### src/rtl/imem_fetch_ctrl_if.sv
// Bus bundle for imem_fetch_ctrl: loader port, instruction memory port,
// CPU fetch/control port and status outputs. master = the controller.
interface imem_fetch_ctrl_if #(
    parameter int unsigned ADDR_W = 16,
    parameter int unsigned DATA_W = 32
);
    // loader
    logic              ld_valid;
    logic              ld_ready;
    logic [ADDR_W-1:0] ld_addr;
    logic [DATA_W-1:0] ld_data;
    logic              ld_done;
    // instruction memory
    logic              mem_we;
    logic [ADDR_W-1:0] mem_waddr;
    logic [DATA_W-1:0] mem_wdata;
    logic [ADDR_W-1:0] pc_out;
    logic [DATA_W-1:0] iw_in;
    // CPU control
    logic              stall;
    logic              redirect;
    logic [ADDR_W-1:0] redirect_pc;
    logic              cpu_en;
    logic              halted;
    // status
    logic              load_err;
    logic              fetch_err;
    logic [ADDR_W-1:0] ld_count;
    logic [31:0]       instr_count;

    modport master (
        input  ld_valid, ld_addr, ld_data, ld_done, iw_in,
               stall, redirect, redirect_pc,
        output ld_ready, mem_we, mem_waddr, mem_wdata, pc_out,
               cpu_en, halted, load_err, fetch_err, ld_count, instr_count
    );

    modport slave (
        output ld_valid, ld_addr, ld_data, ld_done, iw_in,
               stall, redirect, redirect_pc,
        input  ld_ready, mem_we, mem_waddr, mem_wdata, pc_out,
               cpu_en, halted, load_err, fetch_err, ld_count, instr_count
    );
endinterface

### src/rtl/imem_fetch_ctrl.sv
// Instruction memory fetch controller: LOAD phase writes loader words into
// instruction memory, RUN phase generates the fetch PC and gates CPU commits,
// HALT freezes everything until reset.
module imem_fetch_ctrl #(
    parameter int unsigned       ADDR_W   = 16,
    parameter int unsigned       DATA_W   = 32,
    parameter int unsigned       DEPTH    = 66,
    parameter logic [ADDR_W-1:0] RESET_PC = '0,
    parameter logic [5:0]        HALT_OP  = 6'b111111
) (
    input  logic               clk,
    input  logic               rst,
    imem_fetch_ctrl_if.master  bus
);
    typedef enum logic [1:0] {
        ST_LOAD,
        ST_RUN,
        ST_HALT
    } state_t;

    // One extra bit so DEPTH == 2**ADDR_W is still representable.
    localparam logic [ADDR_W:0] LIMIT = (ADDR_W + 1)'(DEPTH);

    state_t            state_q, state_d;
    logic [ADDR_W-1:0] pc_q, pc_d;
    logic [ADDR_W-1:0] ld_count_q, ld_count_d;
    logic [31:0]       instr_count_q, instr_count_d;
    logic              load_err_q, load_err_d;
    logic              fetch_err_q, fetch_err_d;
    logic              halted_q, halted_d;

    logic              ld_ready;
    logic              mem_we;
    logic              cpu_en;
    logic              is_halt;
    logic              ld_in_range;
    logic [ADDR_W-1:0] next_pc;

    // Next-state, counters, error flags and same-cycle handshake outputs.
    // Reset is folded in here so combinational outputs show LOAD behaviour
    // while rst is high, whatever the current state.
    always_comb begin
        state_d       = state_q;
        pc_d          = pc_q;
        ld_count_d    = ld_count_q;
        instr_count_d = instr_count_q;
        load_err_d    = load_err_q;
        fetch_err_d   = fetch_err_q;
        halted_d      = halted_q;
        ld_ready      = 1'b0;
        mem_we        = 1'b0;
        cpu_en        = 1'b0;
        next_pc       = '0;
        is_halt       = (bus.iw_in[DATA_W-1 -: 6] == HALT_OP);
        ld_in_range   = ({1'b0, bus.ld_addr} < LIMIT);

        if (rst) begin
            state_d       = ST_LOAD;
            pc_d          = RESET_PC;
            ld_count_d    = '0;
            instr_count_d = '0;
            load_err_d    = 1'b0;
            fetch_err_d   = 1'b0;
            halted_d      = 1'b0;
            ld_ready      = 1'b1;
            mem_we        = bus.ld_valid & ld_in_range;
        end else begin
            unique case (state_q)
                ST_LOAD: begin
                    ld_ready = 1'b1;
                    if (bus.ld_valid) begin
                        if (ld_in_range) begin
                            mem_we     = 1'b1;
                            ld_count_d = ld_count_q + 1'b1;
                        end else begin
                            load_err_d = 1'b1;
                        end
                    end
                    if (bus.ld_done) begin
                        state_d = ST_RUN;
                        pc_d    = RESET_PC;
                    end
                end
                ST_RUN: begin
                    cpu_en = ~bus.stall & ~is_halt;
                    if (bus.stall) begin
                        // hold; a pending redirect is re-presented after the stall
                    end else if (is_halt) begin
                        state_d  = ST_HALT;
                        halted_d = 1'b1;
                    end else begin
                        next_pc = bus.redirect ? bus.redirect_pc : pc_q + 1'b1;
                        pc_d    = next_pc;
                        if (instr_count_q != '1) begin
                            instr_count_d = instr_count_q + 32'd1;
                        end
                        if ({1'b0, next_pc} >= LIMIT) begin
                            fetch_err_d = 1'b1;
                            state_d     = ST_HALT;
                            halted_d    = 1'b1;
                        end
                    end
                end
                default: begin
                    // ST_HALT: everything holds until reset
                end
            endcase
        end
    end

    // Register all controller state.
    always_ff @(posedge clk) begin
        state_q       <= state_d;
        pc_q          <= pc_d;
        ld_count_q    <= ld_count_d;
        instr_count_q <= instr_count_d;
        load_err_q    <= load_err_d;
        fetch_err_q   <= fetch_err_d;
        halted_q      <= halted_d;
    end

    assign bus.ld_ready    = ld_ready;
    assign bus.mem_we      = mem_we;
    assign bus.mem_waddr   = bus.ld_addr;
    assign bus.mem_wdata   = bus.ld_data;
    assign bus.pc_out      = pc_q;
    assign bus.cpu_en      = cpu_en;
    assign bus.halted      = halted_q;
    assign bus.load_err    = load_err_q;
    assign bus.fetch_err   = fetch_err_q;
    assign bus.ld_count    = ld_count_q;
    assign bus.instr_count = instr_count_q;
endmodule

### src/flat_wrapper.sv
// flat-port wrapper written by rule: the top's interface ports become plain ports
module imem_fetch_ctrl_flat 
#(
    parameter int unsigned       ADDR_W   = 16,
    parameter int unsigned       DATA_W   = 32,
    parameter int unsigned       DEPTH    = 66,
    parameter logic [ADDR_W-1:0] RESET_PC = '0,
    parameter logic [5:0]        HALT_OP  = 6'b111111
)
  (clk, rst, bus_ld_valid, bus_ld_addr, bus_ld_data, bus_ld_done, bus_iw_in, bus_stall, bus_redirect, bus_redirect_pc, bus_ld_ready, bus_mem_we, bus_mem_waddr, bus_mem_wdata, bus_pc_out, bus_cpu_en, bus_halted, bus_load_err, bus_fetch_err, bus_ld_count, bus_instr_count);
  imem_fetch_ctrl_if #(.ADDR_W(ADDR_W), .DATA_W(DATA_W)) bus_i ();
  input  logic clk;
  input  logic rst;
  input wire logic [$bits(bus_i.ld_valid)-1:0] bus_ld_valid;
  input wire logic [$bits(bus_i.ld_addr)-1:0] bus_ld_addr;
  input wire logic [$bits(bus_i.ld_data)-1:0] bus_ld_data;
  input wire logic [$bits(bus_i.ld_done)-1:0] bus_ld_done;
  input wire logic [$bits(bus_i.iw_in)-1:0] bus_iw_in;
  input wire logic [$bits(bus_i.stall)-1:0] bus_stall;
  input wire logic [$bits(bus_i.redirect)-1:0] bus_redirect;
  input wire logic [$bits(bus_i.redirect_pc)-1:0] bus_redirect_pc;
  output wire logic [$bits(bus_i.ld_ready)-1:0] bus_ld_ready;
  output wire logic [$bits(bus_i.mem_we)-1:0] bus_mem_we;
  output wire logic [$bits(bus_i.mem_waddr)-1:0] bus_mem_waddr;
  output wire logic [$bits(bus_i.mem_wdata)-1:0] bus_mem_wdata;
  output wire logic [$bits(bus_i.pc_out)-1:0] bus_pc_out;
  output wire logic [$bits(bus_i.cpu_en)-1:0] bus_cpu_en;
  output wire logic [$bits(bus_i.halted)-1:0] bus_halted;
  output wire logic [$bits(bus_i.load_err)-1:0] bus_load_err;
  output wire logic [$bits(bus_i.fetch_err)-1:0] bus_fetch_err;
  output wire logic [$bits(bus_i.ld_count)-1:0] bus_ld_count;
  output wire logic [$bits(bus_i.instr_count)-1:0] bus_instr_count;
  assign bus_i.ld_valid = bus_ld_valid;
  assign bus_i.ld_addr = bus_ld_addr;
  assign bus_i.ld_data = bus_ld_data;
  assign bus_i.ld_done = bus_ld_done;
  assign bus_i.iw_in = bus_iw_in;
  assign bus_i.stall = bus_stall;
  assign bus_i.redirect = bus_redirect;
  assign bus_i.redirect_pc = bus_redirect_pc;
  assign bus_ld_ready = bus_i.ld_ready;
  assign bus_mem_we = bus_i.mem_we;
  assign bus_mem_waddr = bus_i.mem_waddr;
  assign bus_mem_wdata = bus_i.mem_wdata;
  assign bus_pc_out = bus_i.pc_out;
  assign bus_cpu_en = bus_i.cpu_en;
  assign bus_halted = bus_i.halted;
  assign bus_load_err = bus_i.load_err;
  assign bus_fetch_err = bus_i.fetch_err;
  assign bus_ld_count = bus_i.ld_count;
  assign bus_instr_count = bus_i.instr_count;
  imem_fetch_ctrl #(.ADDR_W(ADDR_W), .DATA_W(DATA_W), .DEPTH(DEPTH), .RESET_PC(RESET_PC), .HALT_OP(HALT_OP)) u_core (.clk(clk), .rst(rst), .bus(bus_i));
endmodule
### config.mk
export PLATFORM = sky130hd
export DESIGN_NAME = imem_fetch_ctrl_flat
export DESIGN_NICKNAME = d
export VERILOG_FILES = /design/src/rtl/imem_fetch_ctrl_if.sv /design/src/rtl/imem_fetch_ctrl.sv /design/src/flat_wrapper.sv
export SDC_FILE = /design/constraint.sdc
export NUM_CORES = 1
export LEC_CHECK = 0
export CORE_ASPECT_RATIO = 0.75
export CORE_MARGIN = 2
export CORE_UTILIZATION = 42
export DETAILED_ROUTE_END_ITERATION = 7
export HOLD_SLACK_MARGIN = 0.06
export PLACE_DENSITY = 0.87
export REMOVE_ABC_BUFFERS = 1
export SLEW_MARGIN = 20
export SYNTH_ARGS = -nofsm -noshare
export SYNTH_HDL_FRONTEND = slang
export SYNTH_SLANG_ARGS = --single-unit
export TNS_END_PERCENT = 1
### constraint.sdc
create_clock -name clk -period 6.7 [get_ports clk]
set_input_delay 0.67 -clock clk [delete_from_list [all_inputs] [get_ports clk]]
set_output_delay 0.67 -clock clk [all_outputs]
set_load 0.01 [all_outputs]
==> flow_summary.yaml, run 1 <==
run_status:
  status: "complete, no violations"
synth:
  synth_cell_type_count: 49
  synth_flop_cell: "dfxtp_1"
  ys_seq_area_share_pct: 35.0
  ys_warn_count: 0
  syn_area_per_cell_um2: 7.92
  synthCells: 498
  synth_area_um2: 3940
  synth-async-reset-ratio_pct: 0
  synth-seq-cells: 69
  synth_edf_count: 0
die:
  start_util_pct: 43.4
  die_w_um: 116
  fp.dieArea_um2: 10200
  ios: 220
  fp.dieH_um: 87.9
  core_um2: 9080
  fp-row-count: 30
cts:
  clk_pin_slew_ns: 0.06
  cts_setup_buffers: 0
  hold_buffers: 0
  cts_resized: 0
  clockBufferDepth: 2
  clock_latency_ns: 0.32
  htreeDepth: 3
  cts_root_buf: "clkbuf_16"
  cts_buffers: 9
  clock_sink_count: 69
  tritoncts: "yes"
final_layout:
  fin_cells: 704
  antenna_cells: 0
  layout_commonest_cell: "clkdlybuf4s50_1"
  synthToLayoutAreaGrowth_pct: 34.4
  nFillCells: 801
  final_cell_mix: "clkdlybuf4s50_1, nor2_1, dfxtp_1, nand2_1, xnor2_1"
  drive_gt1_share_pct: 5.56
  final_nets: 676
  fin_util_pct: 58.3
placement:
  place_hpwl_um: 8770
  numPortBuffers: 127
  gp_congestion: 0.871
  placedCellCount: 688
power_and_ir_drop:
  ir_drop_mv: 0.115
  seqPwrFrac_pct: 39.5
  power_density_nw_per_um2: 202
  power_frac_clock_pct: 50.7
  power_frac_comb_pct: 9.8
  switchingPower_mw: 0.235
  switching_share_pct: 21.9
  power.internal_mw: 0.837
  cellLeakagePower_nw: 1.79
global_route:
  grt_pass1_wl_um: 18100
  overflow: 0
  grt_pass1_vias: 3608
  grt_max_degree: 75
  antenna_found_initial: 0
  track_usage_pct: 22.7
timing:
  post-route-period-util_pct: 51.5
  hold_viol: 0
  skew_ns: 0.00825
  rsz0062_at_grt: "no"
  slew_headroom_pct: 34.1
  setup_viol: 0
  period_needed_ns: 3.45
  drv_slew: 0
  setup_tns_ns: 0
  fmax_ghz: 0.290
  max_slew.worst_pin.slew_ns: 0.986
setup_path:
  crit_arrival_ns: 3.63
  critPathCaptureType: "flop"
  cp.required_ns: 6.88
  critPathMaxFanout: 30
  rrSetupSlack_ns: 3.47
  crit_type: "input port to flop"
  start_kind: "input port"
hold_path:
  hold_path.class: "flop to flop"
drt:
  routedWlPerCell_um: 16.5
  routed-via-count: 3829
  dr.pass1.iters: 5
  viasPerCell: 5.44
  routed_wl_um: 11600
  ant_nets: 0
  drc: 0
  drt_iter0_markers: 312
run:
  max-cap-violations: 0
==> layer usage <==
layer / global-route usage (%) / part of all wire [%] / wire length [µm] / vias up
met5: 4.76 / 0.45 / 52 / -
met4: 4.00 / 0.50 / 58 / 2
met3: 11.1 / 13 / 1470 / 10
met2: 35.0 / 43 / 5030 / 229
met1: 28.8 / 43 / 4990 / 1766
li1: - / - / - / 1822
==> layout make-up <==
cell class              count  area [µm²]  area share, %
multi-input cells         350        2080           39.3
flip-flops and latches     69        1380           26.1
clock inverters             7         121           2.29
repair buffers            129        1280           24.2
inverters                  12        45.0          0.850
well taps                 128         160           3.02
clock buffers               9         225           4.25
==> worst paths after layout <==
| kind | startpoint | to | cells after the start |
|---|---|---|---|
| worst max-delay path | bus_redirect | u_core.state_q[1] | 8 |
| worst min-delay path | u_core.bus.fetch_err | u_core.bus.fetch_err | 2 |
| worst max register to register | u_core.bus.pc_out[1] | u_core.state_q[1] | 8 |
| worst min register to register | u_core.bus.fetch_err | u_core.bus.fetch_err | 2 |
==> power groups by stage <==
stage,clock (mW),combinational [mW],sequential [mW]
floorplan,0,0.0342,0.433
global placement,0,0.102,0.432
detailed placement,0,0.105,0.432
CTS,0.556,0.105,0.423
global route,0.578,0.114,0.424
finish,0.544,0.105,0.424
==> metrics by stage <==
step           hold WS [ns]  instance area, µm²  worst slack [ns]  total power, mW
2_1_floorplan         0.463                3510              3.93            0.467
3_3_place_gp          0.441                4950              3.00            0.534
3_5_place_dp          0.450                4950              2.95            0.537
4_1_cts               0.459                5300              3.29             1.08
5_1_grt               0.479                5300              3.01             1.12
6_report              0.463                5300              3.25             1.07
==> cells in the mapped netlist (all sizes together) (2+ instances only) <==
library cell | n | area share, %
a211o | 2 | 0.44
a21oi | 15 | 1.9
a22oi | 6 | 1.1
a32oi | 2 | 0.44
and3 | 7 | 1.1
and4 | 4 | 0.89
buf | 52 | 9.6
clkbuf | 15 | 1.4
dfxtp | 69 | 35
ha | 3 | 0.95
inv | 12 | 1.1
mux2i | 6 | 1.5
nand2 | 35 | 3.3
nand2b | 5 | 0.79
nand3 | 28 | 3.6
nand4 | 15 | 2.4
nor2 | 81 | 7.7
nor2b | 3 | 0.48
nor3 | 20 | 2.5
nor4 | 10 | 1.9
o21ai | 13 | 1.6
o22ai | 2 | 0.32
o31a | 2 | 0.44
o31ai | 4 | 0.76
or2 | 2 | 0.32
or3 | 9 | 1.4
or3b | 2 | 0.51
or4 | 7 | 1.3
xnor2 | 29 | 6.4
xor2 | 23 | 5.1
==> flip-flops by register name (all words and copies together) (netlist names) <==
signal,flops
u_core.bus.ld_count,16
u_core.state_q,2
u_core.bus.instr_count,32
u_core.bus.load_err,1
u_core.bus.pc_out,16
u_core.bus.halted,1
u_core.bus.fetch_err,1
==> cells by family after synthesis <==
kind of cell               Yosys count  synth area share (%)
DFF                                 69                  35.0
adders and majority gates            3                 0.952
xor gates and xnor gates            52                  11.5
AOI/OAI and AO/OA                   56                  9.26
and+or+nand+nor                    232                  29.2
muxes                                7                  1.81
buffers and inverters               79                  12.2
==> worst max-delay path: stages <==
cell and delay, ns:
clkdlybuf4s50_1 1.12, inv_2 0.31, o31ai_1 0.31, a311oi_1 0.06, or3_1 0.41, a31o_2 0.29
nor4_2 0.32, o22ai_1 0.13
No activity file was read; power rests on OpenSTA's default activity.
==> run 2: changes to the inputs <==
CORE_UTILIZATION = 35   (was 42)
PLACE_DENSITY = 0.77   (was 0.87)
clock period = 2.8 ns   (was 6.7 ns; I/O delays follow)
==> run 2 against run 1 <==
Flip-flop and latch count stayed put. Routed wire length up 8.1%. Register-to-register slack lost 3.3 ns. Sequential power increased by 140%. Hold slack lost 0.019 ns. Sequential share of layout area fell by 0.58 points. Largest cell class unchanged. Largest power group unchanged.
==> flow_summary.yaml, run 2 (synthesis results as in run 1) <==
setup_path:
  start_kind: "flop"
  critPathCaptureType: "flop"
  slowest_stage: "or4b_2"
  cp.required_ns: 3.00
  crit_chain: "ha_1 -> nand4_1 -> nor4_1 -> xor2_1 -> mux2_2 -> or4b_2 -> nor4_2 -> o22ai_1"
  critPathMaxFanout: 3
  max_stage_delay_ns: 0.70
  crit_type: "flop to flop"
  crit_arrival_ns: 2.86
die:
  ios: 220
  start_util_pct: 36.0
  fp.dieArea_um2: 12100
  fp-row-count: 33
  die_w_um: 127
  fp.dieH_um: 95.9
  core_um2: 10900
cts:
  clockBufferDepth: 2
  clock_sink_count: 69
  tritoncts: "yes"
  clk_pin_slew_ns: 0.05
  hold_buffers: 0
  htreeDepth: 3
  cts_buffers: 9
  clock_latency_ns: 0.32
  cts_root_buf: "clkbuf_16"
  cts_resized: 0
  cts_setup_buffers: 0
final_layout:
  layout_commonest_cell: "clkdlybuf4s50_1"
  antenna_cells: 0
  final_cell_mix: "clkdlybuf4s50_1, nor2_1, dfxtp_1, nand2_1, xnor2_1"
  synthToLayoutAreaGrowth_pct: 37.4
  final_nets: 702
  drive_gt1_share_pct: 8.82
  seq_area_um2: 1380
  multi_input_area_um2: 2080
  largest_reg_flops: 32
  nFillCells: 1037
  fin_area_um2: 5420
drt:
  drc: 0
  viasPerCell: 5.28
  routedWlPerCell_um: 16.9
  drt_iter0_markers: 335
  ant_nets: 0
  routed-via-count: 3910
  routed_wl_um: 12500
  dr.pass1.iters: 4
hold_path:
  hold_path.class: "flop to flop"
power_and_ir_drop:
  cellLeakagePower_nw: 1.88
  power_density_nw_per_um2: 424
  seqPwrFrac_pct: 43.8
  switchingPower_mw: 0.539
  power_frac_clock_pct: 44.2
  power_frac_comb_pct: 12.0
  power.internal_mw: 1.76
  switching_share_pct: 23.4
  ir_drop_mv: 0.260
placement:
  gp_congestion: 0.941
  place_area_um2: 5160
  numPortBuffers: 127
  place_hpwl_um: 9720
timing:
  max_slew.worst_pin.slew_ns: 0.420
  hold_viol: 0
  setup_viol: 0
  setup_tns_ns: 0
  slew_headroom_pct: 71.7
  post-route-period-util_pct: 95.1
  period_needed_ns: 2.66
  rsz0062_at_grt: "no"
  fmax_ghz: 0.375
  skew_ns: 0.00535
  drv_slew: 0
global_route:
  grt_pass1_vias: 3472
  grt_pass1_wl_um: 18600
  antenna_found_initial: 0
  overflow: 0
  grt_max_degree: 38
  track_usage_pct: 20.0
run:
  max-cap-violations: 0
run_status:
  status: "complete, no violations"
-- run 2: cell count changes in the layout (fill, tap and decap cells not counted), sizes merged --
cell	delta
buf	+26
inv	-1
bufinv	-3
clkinv	-1
clkbuf	+4
-- run 2: final timing paths --
path,slack [ns],cells after the start,to,from
max reg2reg,0.14,8,u_core.state_q[1],u_core.bus.pc_out[0]
max,0.14,8,u_core.state_q[1],u_core.bus.pc_out[0]
min,0.44,2,u_core.bus.fetch_err,u_core.bus.fetch_err
min reg2reg,0.44,2,u_core.bus.fetch_err,u_core.bus.fetch_err
-- run 2: power groups by stage --
stage / registers [mW] / logic [mW] / clock network, mW
6_report: 1.01 / 0.275 / 1.02
5_1_grt: 1.01 / 0.296 / 1.08
4_1_cts: 1.01 / 0.275 / 1.05
3_5_place_dp: 1.03 / 0.274 / 0
3_3_place_gp: 1.03 / 0.272 / 0
2_1_floorplan: 1.04 / 0.0818 / 0
-- run 2: routing by layer --
layer / track usage, % / vias up / routed length, µm
met5: 5.46 / - / 47
li1: - / 1868 / -
met3: 9.73 / 11 / 1460
met2: 29.0 / 213 / 5200
met4: 4.95 / 2 / 102
met1: 26.1 / 1816 / 5730
-- run 2: layout make-up --
cell class / count / share of cell area, %
Timing Repair Buffer: 155 / 27.2
Tap cell: 140 / 3.23
Clock inverter: 2 / 0.185
Sequential cell: 69 / 25.5
Multi-Input combinational cell: 350 / 38.4
Clock buffer: 13 / 4.62
Inverter: 12 / 0.831
-- run 2: stage by stage --
stage	hold WS [ns]	instances	util, %	worst slack, ns	total power [mW]
after floorplan	0.349	431	-	0.0338	1.12
after global routing	0.470	741	49.5	0.0396	2.39
after detailed placement	0.438	726	47.1	0.0227	1.30
final	0.444	741	49.5	0.137	2.30
after global placement	0.436	726	47.1	0.0980	1.30
after CTS	0.447	741	49.5	0.172	2.33
-- run 2: worst max-delay path, delay by kind of cell, from the launching register on --
| kind | cells | cell delay (ns) |
|---|---|---|
| DFF | 1 | 0.33 |
| and+or+nand+nor | 4 | 1.51 |
| xor gates and xnor gates | 1 | 0.10 |
| AOI/OAI and AO/OA | 1 | 0.13 |
| adders and majority gates | 1 | 0.18 |
| muxes | 1 | 0.29 |
